**src/rtl/disp_mode_ctrl_if.sv**
```systemverilog
// Button/timebase inputs and display-control outputs of disp_mode_ctrl.
// The master side drives the buttons and tick; the slave side is the mode sequencer.
interface disp_mode_ctrl_if;
    logic       tick;
    logic       mode_btn;
    logic       adj_btn;
    logic       alarm_active;
    logic [1:0] sel;
    logic       set_time_en;
    logic       set_alarm_en;
    logic       adj_pulse;
    logic       blank;

    modport master (
        output tick, mode_btn, adj_btn, alarm_active,
        input  sel, set_time_en, set_alarm_en, adj_pulse, blank
    );

    modport slave (
        input  tick, mode_btn, adj_btn, alarm_active,
        output sel, set_time_en, set_alarm_en, adj_pulse, blank
    );
endinterface

```
**src/rtl/disp_mode_ctrl.sv**
```systemverilog
// Alarm-clock display mode sequencer: show time / set time / set alarm, adjust strobe, timeout.
// Define DISP_BLINK_EN to build the blink flop that drives blank in set modes.
module disp_mode_ctrl #(
    parameter int unsigned TIMEOUT_TICKS = 10
) (
    input  logic            clk,
    input  logic            rst_n,
    disp_mode_ctrl_if.slave io_if
);

    typedef enum logic [1:0] {
        StShowTime = 2'd0,
        StSetTime  = 2'd1,
        StSetAlarm = 2'd2
    } state_e;

    localparam logic [7:0] TimeoutLast = 8'(TIMEOUT_TICKS - 1);

    state_e     r_state;
    logic       r_mode_q;
    logic       r_adj_q;
    logic [7:0] r_cnt;
    logic       r_adj_pulse;

    logic w_mode_rise;
    logic w_adj_rise;
    logic w_in_set;
    logic w_timeout;

    assign w_mode_rise = io_if.mode_btn & ~r_mode_q;
    assign w_adj_rise  = io_if.adj_btn & ~r_adj_q;
    assign w_in_set    = (r_state == StSetTime) || (r_state == StSetAlarm);
    assign w_timeout   = w_in_set & io_if.tick & (r_cnt == TimeoutLast);

    // Edge flops reset high so a button held through reset never looks like a press.
    always_ff @(posedge clk or negedge rst_n) begin
        if (!rst_n) begin
            r_state     <= StShowTime;
            r_mode_q    <= 1'b1;
            r_adj_q     <= 1'b1;
            r_cnt       <= 8'd0;
            r_adj_pulse <= 1'b0;
        end else begin
            r_mode_q    <= io_if.mode_btn;
            r_adj_q     <= io_if.adj_btn;
            r_adj_pulse <= ~io_if.alarm_active & w_in_set & w_adj_rise & ~w_mode_rise;

            if (io_if.alarm_active) begin
                r_state <= StShowTime;
            end else if (w_mode_rise) begin
                case (r_state)
                    StShowTime: r_state <= StSetTime;
                    StSetTime:  r_state <= StSetAlarm;
                    default:    r_state <= StShowTime;
                endcase
            end else if (w_timeout || !w_in_set) begin
                r_state <= StShowTime;
            end

            if (io_if.alarm_active || !w_in_set || w_mode_rise || w_adj_rise || w_timeout) begin
                r_cnt <= 8'd0;
            end else if (io_if.tick && (r_cnt != 8'hFF)) begin
                r_cnt <= r_cnt + 8'd1;
            end
        end
    end

    assign io_if.sel          = r_state;
    assign io_if.set_time_en  = (r_state == StSetTime);
    assign io_if.set_alarm_en = (r_state == StSetAlarm);
    assign io_if.adj_pulse    = r_adj_pulse;

`ifdef DISP_BLINK_EN
    logic r_blank;

    always_ff @(posedge clk or negedge rst_n) begin
        if (!rst_n) begin
            r_blank <= 1'b0;
        end else if (io_if.alarm_active || !w_in_set || w_mode_rise || w_adj_rise
                     || w_timeout) begin
            r_blank <= 1'b0;
        end else if (io_if.tick) begin
            r_blank <= ~r_blank;
        end
    end

    assign io_if.blank = r_blank;
`else
    assign io_if.blank = 1'b0;
`endif

endmodule
```
**src/flat_wrapper.sv**
```systemverilog
// flat-port wrapper written by rule: the top's interface ports become plain ports
module disp_mode_ctrl_flat 
#(
    parameter int unsigned TIMEOUT_TICKS = 10
)
  (clk, rst_n, io_if_tick, io_if_mode_btn, io_if_adj_btn, io_if_alarm_active, io_if_sel, io_if_set_time_en, io_if_set_alarm_en, io_if_adj_pulse, io_if_blank);
  disp_mode_ctrl_if io_if_i ();
  input  logic clk;
  input  logic rst_n;
  input wire logic [$bits(io_if_i.tick)-1:0] io_if_tick;
  input wire logic [$bits(io_if_i.mode_btn)-1:0] io_if_mode_btn;
  input wire logic [$bits(io_if_i.adj_btn)-1:0] io_if_adj_btn;
  input wire logic [$bits(io_if_i.alarm_active)-1:0] io_if_alarm_active;
  output wire logic [$bits(io_if_i.sel)-1:0] io_if_sel;
  output wire logic [$bits(io_if_i.set_time_en)-1:0] io_if_set_time_en;
  output wire logic [$bits(io_if_i.set_alarm_en)-1:0] io_if_set_alarm_en;
  output wire logic [$bits(io_if_i.adj_pulse)-1:0] io_if_adj_pulse;
  output wire logic [$bits(io_if_i.blank)-1:0] io_if_blank;
  assign io_if_i.tick = io_if_tick;
  assign io_if_i.mode_btn = io_if_mode_btn;
  assign io_if_i.adj_btn = io_if_adj_btn;
  assign io_if_i.alarm_active = io_if_alarm_active;
  assign io_if_sel = io_if_i.sel;
  assign io_if_set_time_en = io_if_i.set_time_en;
  assign io_if_set_alarm_en = io_if_i.set_alarm_en;
  assign io_if_adj_pulse = io_if_i.adj_pulse;
  assign io_if_blank = io_if_i.blank;
  disp_mode_ctrl #(.TIMEOUT_TICKS(TIMEOUT_TICKS)) u_core (.clk(clk), .rst_n(rst_n), .io_if(io_if_i));
endmodule
```
**config.mk**
```make
export PLATFORM = sky130hd
export DESIGN_NAME = disp_mode_ctrl_flat
export DESIGN_NICKNAME = d
export VERILOG_FILES = /design/src/rtl/disp_mode_ctrl_if.sv /design/src/rtl/disp_mode_ctrl.sv /design/src/flat_wrapper.sv
export SDC_FILE = /design/constraint.sdc
export NUM_CORES = 1
export LEC_CHECK = 0
export ABC_AREA = 1
export CORE_UTILIZATION = 47
export CTS_CLUSTER_SIZE = 28
export DETAILED_ROUTE_END_ITERATION = 6
export HOLD_SLACK_MARGIN = 0.02
export PLACE_DENSITY = 0.75
export SYNTH_ARGS = -nofsm -noshare
export SYNTH_HDL_FRONTEND = slang
export SYNTH_SLANG_ARGS = --single-unit
```
**constraint.sdc**
```tcl
create_clock -name clk -period 1.6 [get_ports clk]
set_clock_uncertainty 0.1 [all_clocks]
set_input_delay 0.24 -clock clk [delete_from_list [all_inputs] [get_ports clk]]
set_output_delay 0.24 -clock clk [all_outputs]
set_load 0.05 [all_outputs]
```
==> flow_summary.yaml, run 1 <==
drt:
  drc: 0
  vias: 786
  route.antenna.remaining_nets: 0
  drt_iter0_markers: 17
  drt_first_pass_iters: 4
  finalWirelength_mm: 1.802
  wire_per_inst_um: 11.12
  viasPerCell: 4.852
yosys:
  synth_most_common_cell: "nand2_1"
  synth_common_cells: "28 x nand2_1, 19 x nor2_1, 18 x inv_1, 13 x nand3_1, 11 x dfrtp_1"
  synth_top_area_share_pct: 31.34
  synth_nets: 133
  ys_seq_area_share_pct: 37.32
  netlist_instances: 121
  synth.avg_cell_area_um2: 7.259
  ys_types: 22
  ys_ff_latch: 13
  ys_top_cells_by_area: "dfrtp_1 31%, nand2_1 12%, ha_1 8.5%, nor2_1 8.1%, inv_1 7.7%"
  synth-async-reset-ratio_pct: 100.0
  synth_enable_flop_cells: 0
  synthFlopType: "dfrtp_1"
  synth_top_cell_by_area: "dfrtp_1"
  synth_area_um2: 878.3
  ys_warn_count: 0
floorplanning:
  start_util_pct: 50.32
  die_h_um: 45.23
  fp-row-count: 15
  die_area_um2: 2046
  die_w_um: 45.23
  ioPinCount: 12
  core_um2: 1745
setup_path:
  critPathSlowestCell: "dfrtp_2"
  r2r_end: "u_core.r_cnt[1]"
  crit_chain: "buf_4 > ha_1 > buf_12"
  cp_top_family: "flip-flops"
  cp_data_arrival_time_ps: 1220
  required_ps: 1260
  crit_type: "flip-flop to primary output"
  reg2reg_depth: 8
  reg2reg_slack_ps: 120
  path_buf_inv: 2
  crit_path_max_fanout: 3
  r2r_start: "u_core.io_if.sel[1]"
  crit_path_start_kind: "flip-flop"
  critical-path-max-stage-delay_ps: 410
  cp-end-kind: "primary output"
clock_network:
  clock_path_buffers: 2
  htreeDepth: 1
  clock-sinks: 13
  clock-root-buffer: "clkbuf_4"
  post_cts_buffers: 0
  cts_buffers: 3
  clk_pin_slew_ps: 80
  cts_tree: "yes"
  insertion_delay_ps: 290
pwr:
  peakVddDrop_mv: 0.4484
  p_leak_nw: 0.5640
  power.density_nw_per_um2: 574.2
timing:
  min_period_ps: 1555
  hold_viol_final: 0
  setup_viol: 0
  report.final.slew_viol_count: 0
  max_freq_ghz: 0.6431
  finalCritPeriodShare_pct: 97.19
  grt_setup_unrepaired: "true"
  hold_ws_ps: 102.9
layout:
  layout-drive-gt1-share_pct: 24.09
  diodes: 0
  final_util_pct: 64.30
  fin_nets: 150
  area_delta_synth_final_pct: 27.78
grt:
  grt_max_degree: 9
  grt_antenna_before_repair: 0
  gr-total-overflow: 0
  grt_pass1_vias: 649
  grt_use_total_pct: 19.92
  grt_pass1_wl_mm: 2.829
place:
  port_buffers: 10
  place_congestion: 0.8308
  dp_hpwl_mm: 1.417
status:
  status: "completed"
hold_path:
  hold_class: "input port to async pin"
run:
  cap_violations: 0
repair_timing:
| item | CTS | global route |
|---|---|---|
| hold buffers | 0 | 0 |
| resized for setup | 0 | 3 |
| setup endpoints to repair | 0 | 9 |
power by group:
part / switching (mW) / internal, mW / leakage (nW)
Combinational: 0.0557 / 0.0397 / 0.375
Clock: 0.119 / 0.0931 / 0.0177
Sequential: 0.00225 / 0.335 / 0.171
Total: 0.176 / 0.468 / 0.564
worst reg2reg max path, cell delays in order, from the launching register on:
cell	delay [ps]
dfrtp_2	370
inv_2	60
ha_4	270
inv_2	40
nor2_4	80
nand3_2	100
a21oi_4	230
nand2_1	80
nor2_1	100
worst max-delay path by stage:
stage,from,end,cells after the start
2_1_floorplan,u_core.io_if.sel[1],u_core.r_cnt[0],8
6_report,u_core.io_if.sel[1],io_if_set_alarm_en,3
4_1_cts,u_core.io_if.sel[0],io_if_set_time_en,3
3_5_place_dp,u_core.io_if.sel[1],u_core.r_cnt[0],8
5_1_grt,u_core.io_if.sel[1],u_core.r_cnt[0],8
3_3_place_gp,u_core.io_if.sel[1],u_core.r_cnt[0],8
cells in the final DEF (no fill, tap or decap):
cell type         n
nand2_2           2
buf_4             5
o21bai_1          1
o21ai_0           1
xor2_1            1
dfrtp_2           2
buf_12            4
conb_1            1
nand3b_1          1
nand3_2           1
clkdlybuf4s50_1   5
dfrtp_1           9
nor2_1           18
ha_2              2
clkbuf_4          3
dfstp_2           2
nand3_1          12
inv_2             3
nor2_2            3
nor3_1            1
inv_1            15
nand2_4           1
nor3b_1           1
ha_1              3
nand4_1           6
nand2_1          28
ha_4              1
clkinv_1          1
nor2_4            1
clkinv_2          1
inv_4             1
a21oi_4           1
routing by layer:
metal	up-vias	wire, um	track usage, %
met5	-	0	0
met4	0	14	5.455
met3	3	75	7.200
met2	12	882	31.30
met1	365	829	25.82
li1	406	-	-
through the flow:
stage / std cells / worst slack (ps) / area, um^2 / setup TNS [ps] / power, mW
after detailed placement: 158 / 61.80 / 1085 / 0 / 0.4385
after CTS: 162 / 3.780 / 1112 / 0 / 0.6485
after global routing: 162 / 4.093 / 1122 / 0 / 0.6684
final: 162 / 44.94 / 1122 / 0 / 0.6444
after global placement: 158 / 98.51 / 1085 / 0 / 0.4361
after floorplan: 121 / -63.54 / 900.9 / -379.9 / 0.3922
sequential cells by signal (all words and copies together), names as in the netlist:
signal,count
u_core.io_if.adj_pulse,1
u_core.io_if.sel,2
u_core.r_adj_q,1
u_core.r_cnt,8
u_core.r_mode_q,1
cell type report:
| class | count | area (um^2) |
|---|---|---|
| fill | 147 | 623.1 |
| multi-input combinational | 86 | 488.0 |
| sequential | 13 | 330.3 |
| timing repair buffer | 14 | 167.7 |
| inverter | 20 | 77.57 |
| tap | 25 | 31.28 |
| clock buffer | 3 | 22.52 |
| clock inverter | 1 | 5.005 |
cells by family (layout without fill, tap and decap cells):
group | Yosys count | in the layout | share of synthesized area [%]
simple gates | 75 | 75 | 38.89
flops | 13 | 13 | 37.32
xor+xnor | 1 | 1 | 0.9973
buf+inv | 22 | 38 | 10.54
fa+ha+maj | 6 | 6 | 8.547
other cells | 1 | 1 | 0.4269
compound gates | 3 | 3 | 3.277
Power figures use the tool's default switching activity.
==> inputs of run 2 (changes only) <==
--- a/config.mk
+++ b/config.mk
@@ -6,11 +6,11 @@
 export NUM_CORES = 1
 export LEC_CHECK = 0
 export ABC_AREA = 1
-export CORE_UTILIZATION = 47
+export CORE_UTILIZATION = 44
 export CTS_CLUSTER_SIZE = 28
 export DETAILED_ROUTE_END_ITERATION = 6
 export HOLD_SLACK_MARGIN = 0.02
-export PLACE_DENSITY = 0.75
+export PLACE_DENSITY = 0.71
 export SYNTH_ARGS = -nofsm -noshare
 export SYNTH_HDL_FRONTEND = slang
 export SYNTH_SLANG_ARGS = --single-unit
==> run 2 against run 1 <==
Against the previous run: critical path depth increased by 5; register-to-register slack got worse by 80 ps; combinational power rose by 2.5%; sequential power about the same; clock power about the same; non-clock buffer count grew 1; via count up 2.7%; power increased by 0.63%; setup slack worse by 0.99 ps; largest cell class unchanged; largest power group unchanged; highest routed layer unchanged.
==> flow_summary.yaml, run 2 (same netlist as run 1, synthesis figures left out) <==
status:
  status: "completed"
drt:
  vias: 807
  drt_iter0_markers: 18
  finalWirelength_mm: 1.979
  wire_per_inst_um: 12.14
  route.antenna.remaining_nets: 0
  drt_first_pass_iters: 4
  viasPerCell: 4.951
  drc: 0
grt:
  grt_antenna_before_repair: 0
  grt_max_degree: 9
  gr-total-overflow: 0
  grt_pass1_wl_mm: 3.201
  grt_pass1_vias: 723
  grt_use_total_pct: 22.04
hold_path:
  hold_class: "input port to async pin"
setup_path:
  cp-end-kind: "flip-flop"
  cp_data_arrival_time_ps: 1680
  crit_type: "flip-flop to flip-flop"
  crit_path_start_kind: "flip-flop"
  required_ps: 1730
  crit_path_max_fanout: 8
clock_network:
  insertion_delay_ps: 290
  htreeDepth: 1
  clock_path_buffers: 2
  hold_buffers: 0
  cts_buffers: 3
  clock-sinks: 13
  clock-root-buffer: "clkbuf_4"
  clk_pin_slew_ps: 90
  cts_tree: "yes"
layout:
  fin_cells: 163
  largest-register: "u_core.r_cnt"
  fin_nets: 151
  diodes: 0
  num-fill-cells: 161
  finalInstanceArea_um2: 1150
  area_delta_synth_final_pct: 30.91
  final_util_pct: 63.82
  largest_register_ffs: 8
  final_common_cell: "nand2_1"
  layout-drive-gt1-share_pct: 28.26
  mostFrequentLayoutCells: "27 x nand2_1, 17 x nor2_1, 15 x inv_1, 10 x nand3_1, 9 x dfrtp_1"
timing:
  hold_viol_final: 0
  min_period_ps: 1556
  hold_ws_ps: 75.72
  grt_setup_unrepaired: "true"
  finalCritPeriodShare_pct: 97.25
  max_freq_ghz: 0.6427
  setup_viol: 0
  report.final.slew_viol_count: 0
run:
  cap_violations: 0
pwr:
  p_leak_nw: 0.5681
  power.density_nw_per_um2: 563.9
  peakVddDrop_mv: 0.4514
floorplanning:
  core_um2: 1802
  die_w_um: 46.68
  start_util_pct: 48.75
  fp-row-count: 15
  die_h_um: 46.68
  die_area_um2: 2179
  ioPinCount: 12
place:
  place_congestion: 0.8791
  placed_area_um2: 1085
  placedCellCount: 158
  dp_hpwl_mm: 1.502
  port_buffers: 10
run 2: critical path, cell delays in order, from the launching register on:
cell	delay, ps
dfrtp_2	390
inv_4	50
ha_4	270
inv_2	40
nor2_4	80
nand3_2	100
a21oi_4	280
nand2_1	90
nor2_1	100
run 2: layout make-up:
type	count	area, um^2	area share, %
clock buffer	3	22.52	1.959
clock inverter	1	5.005	0.4353
inverter	20	80.08	6.964
multi-input combinational	86	505.5	43.96
sequential	13	330.3	28.73
tap	25	31.28	2.720
timing repair buffer	15	175.2	15.23
run 2: final timing paths:
check | from | to | slack [ps] | cells after the start
worst max-delay path | u_core.io_if.sel[1] | u_core.r_cnt[0] | 40 | 8
worst min-delay path | rst_n | u_core.io_if.adj_pulse | 80 | 1
worst max register to register | u_core.io_if.sel[1] | u_core.r_cnt[0] | 40 | 8
worst min register to register | u_core.r_cnt[7] | u_core.r_cnt[7] | 510 | 2
max in group asynchronous | rst_n | u_core.r_adj_q | 840 | 2
min in group clk | io_if_adj_btn | u_core.r_adj_q | 280 | 1
run 2: through the flow:
stage	power, mW	setup WS [ps]	setup TNS (ps)
3_3_place_gp	0.4370	95.92	0
3_5_place_dp	0.4386	30.87	0
2_1_floorplan	0.3922	-63.54	-379.9
4_1_cts	0.6538	2.183	0
6_report	0.6484	43.95	0
5_1_grt	0.6755	-47.67	-193.3
run 2: what timing repair did:
| action | 4_1_cts | 5_1_grt |
|---|---|---|
| pin swaps | 0 | 6 |
| endpoints found under the setup margin | 1 | 9 |
| resized for setup | 1 | 8 |
| buffers inserted | 0 | 1 |
run 2: power by group:
group	internal (mW)	switching, mW	total, mW
clock network	0.0931	0.120	0.213
logic	0.0401	0.0577	0.0978
registers	0.335	0.00261	0.338
total	0.468	0.180	0.648
run 2: layer usage:
metal	routed length [um]	global-route usage, %	up-vias
met5	0	0	-
met4	71	14.86	0
met3	53	5.098	9
met2	937	32.78	14
met1	916	28.12	369
li1	-	-	415
